<file path="src/rtl/input_conditioner.sv">
// rtl/input_conditioner.sv - multi-channel input synchroniser, debouncer and edge detector
//
// Purpose:
//   Conditions WIDTH asynchronous board inputs (buttons, switches, strobes).
//   Each channel has its own SYNC_STAGES-deep synchroniser, then a debouncer
//   that needs DEBOUNCE_CYCLES consecutive disagreeing samples before it
//   changes the output. A one-cycle rise/fall pulse is registered on the same
//   edge that updates the output.
//
// Ports:
//   clk    in   1      system clock, single domain
//   reset  in   1      synchronous, active-high reset
//   in     in   WIDTH  raw asynchronous inputs
//   out    out  WIDTH  synchronised, debounced level
//   rise   out  WIDTH  one-cycle pulse when out[i] goes 0->1
//   fall   out  WIDTH  one-cycle pulse when out[i] goes 1->0
//
// Build option:
//   INPUT_COND_BYPASS_EN - simulation speed-up. Removes the synchroniser and
//   debouncer: out follows in combinationally, and rise/fall are derived
//   from a single registered copy of in. SYNC_STAGES and DEBOUNCE_CYCLES are
//   then ignored. Leave undefined for synthesis.

module input_conditioner #(
    parameter int WIDTH           = 4,
    parameter int SYNC_STAGES     = 2,
    parameter int DEBOUNCE_CYCLES = 4
) (
    input  logic             clk,
    input  logic             reset,
    input  logic [WIDTH-1:0] in,
    output logic [WIDTH-1:0] out,
    output logic [WIDTH-1:0] rise,
    output logic [WIDTH-1:0] fall
);

    // Reject meaningless configurations at elaboration time.
    if (WIDTH < 1) begin : g_bad_width
        $error("input_conditioner: WIDTH must be >= 1");
    end
    if (SYNC_STAGES < 2) begin : g_bad_sync
        $error("input_conditioner: SYNC_STAGES must be >= 2");
    end
    if (DEBOUNCE_CYCLES < 1) begin : g_bad_debounce
        $error("input_conditioner: DEBOUNCE_CYCLES must be >= 1");
    end

`ifdef INPUT_COND_BYPASS_EN

    logic [WIDTH-1:0] prev_q;

    always_ff @(posedge clk) begin
        if (reset) begin
            prev_q <= '0;
        end else begin
            prev_q <= in;
        end
    end

    assign out  = in;
    assign rise = in & ~prev_q;
    assign fall = ~in & prev_q;

`else

    localparam int               CNT_W    = $clog2(DEBOUNCE_CYCLES) + 1;
    localparam logic [CNT_W-1:0] CNT_LAST = CNT_W'(DEBOUNCE_CYCLES - 1);
    localparam logic [CNT_W-1:0] CNT_ONE  = CNT_W'(1);

    // sync_q[0] is the metastability-catching flop; the last stage is the
    // only one the debouncer is allowed to look at.
    logic [WIDTH-1:0] sync_q [SYNC_STAGES];
    logic [WIDTH-1:0] sync_s;

    logic [CNT_W-1:0] cnt_q [WIDTH];
    logic [CNT_W-1:0] cnt_d [WIDTH];
    logic [WIDTH-1:0] out_q,  out_d;
    logic [WIDTH-1:0] rise_q, rise_d;
    logic [WIDTH-1:0] fall_q, fall_d;

    assign sync_s = sync_q[SYNC_STAGES-1];

    always_ff @(posedge clk) begin
        if (reset) begin
            for (int k = 0; k < SYNC_STAGES; k++) begin
                sync_q[k] <= '0;
            end
        end else begin
            sync_q[0] <= in;
            for (int k = 1; k < SYNC_STAGES; k++) begin
                sync_q[k] <= sync_q[k-1];
            end
        end
    end

    // Per-channel debounce. Any sample that agrees with the current output
    // clears the count, so only an unbroken run of DEBOUNCE_CYCLES
    // disagreeing samples can flip the output; the count restarts from zero
    // at the flip, so it never needs to saturate.
    always_comb begin
        out_d  = out_q;
        rise_d = '0;
        fall_d = '0;
        for (int i = 0; i < WIDTH; i++) begin
            cnt_d[i] = cnt_q[i];
        end
        for (int i = 0; i < WIDTH; i++) begin
            if (sync_s[i] == out_q[i]) begin
                cnt_d[i] = '0;
            end else if (cnt_q[i] == CNT_LAST) begin
                out_d[i]  = sync_s[i];
                cnt_d[i]  = '0;
                rise_d[i] = sync_s[i];
                fall_d[i] = ~sync_s[i];
            end else begin
                cnt_d[i] = cnt_q[i] + CNT_ONE;
            end
        end
    end

    // Reset forces out low without a fall pulse: pulses describe debounced
    // transitions only, never the reset itself.
    always_ff @(posedge clk) begin
        if (reset) begin
            for (int i = 0; i < WIDTH; i++) begin
                cnt_q[i] <= '0;
            end
            out_q  <= '0;
            rise_q <= '0;
            fall_q <= '0;
        end else begin
            for (int i = 0; i < WIDTH; i++) begin
                cnt_q[i] <= cnt_d[i];
            end
            out_q  <= out_d;
            rise_q <= rise_d;
            fall_q <= fall_d;
        end
    end

    assign out  = out_q;
    assign rise = rise_q;
    assign fall = fall_q;

`endif

endmodule

</file>
<file path="config.mk">
export PLATFORM = sky130hd
export DESIGN_NAME = input_conditioner
export DESIGN_NICKNAME = d
export VERILOG_FILES = /design/src/rtl/input_conditioner.sv
export SDC_FILE = /design/constraint.sdc
export NUM_CORES = 1
export LEC_CHECK = 0
export ABC_AREA = 1
export ABC_CLOCK_PERIOD_IN_PS = 1700
export BUFFER_PORTS_ARGS = -buffer_cell sky130_fd_sc_hd__buf_4
export CAP_MARGIN = 5
export CORE_ASPECT_RATIO = 0.9
export CORE_UTILIZATION = 57
export DETAILED_ROUTE_END_ITERATION = 12
export PLACE_DENSITY = 0.84
export SLEW_MARGIN = 30
export SYNTH_ARGS = -nofsm -noshare
export SYNTH_HDL_FRONTEND = slang
export SYNTH_SLANG_ARGS = --single-unit
</file>
<file path="constraint.sdc">
create_clock -name clk -period 1.7 [get_ports clk]
set_clock_uncertainty 0.05 [all_clocks]
set_input_delay 0.085 -clock clk [delete_from_list [all_inputs] [get_ports clk]]
set_output_delay 0.085 -clock clk [all_outputs]
set_load 0.1 [all_outputs]
</file>
==> run_results.csv <==
group,metric,value,unit
die,start_util,0.642,
place,dp_hpwl,1230,um
final_layout,syn_to_final_growth,24.9,%
final_layout,nets,168,
synth,yosysUniqueCellTypes,13,
global_route,grt_use_total,0.191,
drt,vias,830,
place,place_area,0.00127,sq mm
synth,ys_top_cells_by_area,"dfxtp_1, inv_1, ha_1",
critical_path,worstPathRequired,1.86,ns
place,numPortBuffers,17,
critical_path,arrival,1.42,ns
timing,fin_crit_sh,0.744,
synth,ys_seq_area_frac,0.564,
synth,syn_avg_cell_area,9.24,sq um
die,rows,14,
job,maxCapViolCount,0,
power_and_ir_drop,power.leakage,0.633,nW
drt,finalWirelength,1700,um
synth,synth_warnings,0,
die,pin_count,18,
synth,netlist.area_leader.share,0.564,
global_route,overflow,0,
drt,wl_per_cell,9.47,um
clock_tree,clockBufferDepth,2,
synth,synth_area,0.00114,sq mm
timing,min_period,1.26,ns
synth,synth_fp_nets,137,
final_layout,regArea,641,sq um
final_layout,drive_above_1_share,0.181,
timing,max_slew_margin,0.816,
outcome,status,"complete, no violations",
final_layout,diodes,0,
clock_tree,root_buffer,"clkbuf_4",
die,core,0.00177,sq mm
timing,clock.fmax,0.791,GHz
place,gp_congestion,0.751,
clock_tree,cts.sinks,32,
global_route,grt_max_degree,13,
clock_tree,cts_tree,"built",
clock_tree,insertion_delay,0.32,ns
drt,ant_nets,0,
drt,drc,0,
drt,drtIter0Drc,14,
clock_tree,cts_resized,0,
die,dieArea,0.00218,sq mm
final_layout,multi_input_area,355,sq um
drt,drt_pass1_iterations,4,
drt,vias_per_cell,4.64,
global_route,grt_pass1_vias,807,
timing,hold_violations,0,
timing,tightest_slew,0.278,ns
timing,fin_setup_tns,0,ns
clock_tree,cts_buffers,5,
timing,final_max_slew_viol_count,0,
synth,yosys.area.top_type,"dfxtp_1",
die,die_y,44.4,um
power_and_ir_drop,vdd_drop_max,709,uV
global_route,antenna_found_initial,0,
critical_path,crit_fanout,9,
synth,postSynthCellCount,123,
die,die_w,49.1,um
timing,setup_violations,0,
critical_path,critPathCaptureType,"flop",
min_path,min_path_type,"flop to flop",
final_layout,design_area,0.00142,sq mm
clock_tree,clkTransAtPathRegs,0.09,ns
critical_path,crit_type,"primary input to flop",
power_and_ir_drop,p_per_area,894,mW/mm^2
global_route,grt_pass1_wl,2930,um
synth,yosys_register_bits,32,
final_layout,fill_cells,134,
critical_path,start_kind,"primary input",
clock_tree,htree_levels,2,
timing,rsz0062_at_grt,"no",
-- cells in the final DEF, fill, tap and decap left out --
cell type / netlist / layout
nand4_1: 2 / 2
buf_4: 0 / 17
a21oi_1: 4 / 4
clkbuf_8: 0 / 1
ha_1: 8 / 8
nand4_4: 2 / 2
dfxtp_1: 32 / 32
nor3_1: 8 / 8
o21ai_0: 4 / 4
nand2_1: 12 / 12
clkinv_2: 0 / 2
clkbuf_4: 0 / 5
dlygate4sd3_1: 0 / 9
inv_6: 1 / 1
inv_1: 28 / 28
nor2_1: 20 / 20
-- cells in the mapped netlist --
master   count
inv_6        1
nand4_4      2
inv_1       28
nand4_1      2
ha_1         8
dfxtp_1     32
o21ai_0      4
buf_8        1
nand2_1     12
a21oi_1      4
nor3_1       8
buf_6        1
nor2_1      20
-- cells by family (layout without fill, tap and decap cells) --
| kind of cell | Yosys count | after routing | share of synthesized area |
|---|---|---|---|
| fa+ha+maj | 8 | 8 | 0.0881 |
| simple gates | 44 | 44 | 0.189 |
| buf+inv | 31 | 63 | 0.123 |
| compound gates | 8 | 8 | 0.0352 |
| flops | 32 | 32 | 0.564 |
-- state kept, by name, indices dropped and copies added (netlist names) --
| signal | count |
|---|---|
| cnt_q | 12 |
| sync_q | 8 |
| fall | 4 |
| out | 4 |
| rise | 4 |
-- critical path, cell delays in order --
cell           delay [ns]
dlygate4sd3_1        0.53
buf_4                0.18
nor2_1               0.06
dlygate4sd3_1        0.56
-- final timing paths --
kind / endpoint / slack [ns] / cells after the start / startpoint
setup / recovery: sync_q[0][2]$_SDFF_PP0_ / 0.44 / 4 / reset
hold / removal: sync_q[0][6]$_SDFF_PP0_ / 0.36 / 2 / sync_q[0][2]$_SDFF_PP0_
setup reg to reg: cnt_q[1][0]$_SDFF_PP0_ / 0.50 / 5 / cnt_q[1][0]$_SDFF_PP0_
hold reg to reg: sync_q[0][6]$_SDFF_PP0_ / 0.36 / 2 / sync_q[0][2]$_SDFF_PP0_
-- stage by stage --
step	std cells	hold WS (ns)	total power, W	setup WS [ns]	util
after detailed placement	162	0.247	0.000826	0.499	0.716
after floorplan	123	0.142	0.000816	0.162	-
after global routing	179	0.383	0.00131	0.402	0.802
after global placement	162	0.235	0.000822	0.584	0.716
final	179	0.358	0.00127	0.435	0.802
after CTS	179	0.351	0.00128	0.465	0.802
-- power by group --
part           switching, W  leakage (nW)  total (W)  internal, W
sequential       0.00000661         0.260   0.000767     0.000761
combinational     0.0000267         0.336  0.0000571    0.0000305
clock              0.000247        0.0380   0.000444     0.000197
-- metal layers --
layer	vias to the layer above	global-route usage	wire, um
li1	436	-	-
met1	376	0.163	680
met3	2	0.0825	78
met4	0	0.112	16
met5	-	0	0
met2	16	0.370	920
-- final cells by class --
class                      count  share of cell area
tap                           24              0.0212
clock buffer                   6              0.0362
inverter                      29              0.0802
multi-input combinational     60               0.250
timing repair buffer          26               0.153
clock inverter                 2             0.00705
sequential                    32               0.451
-- timing repair --
item	4_1_cts	5_1_grt
setup buffers	0	0
endpoints found under the hold margin	8	0
hold buffers	9	0
(Power assumes the default switching activity.)
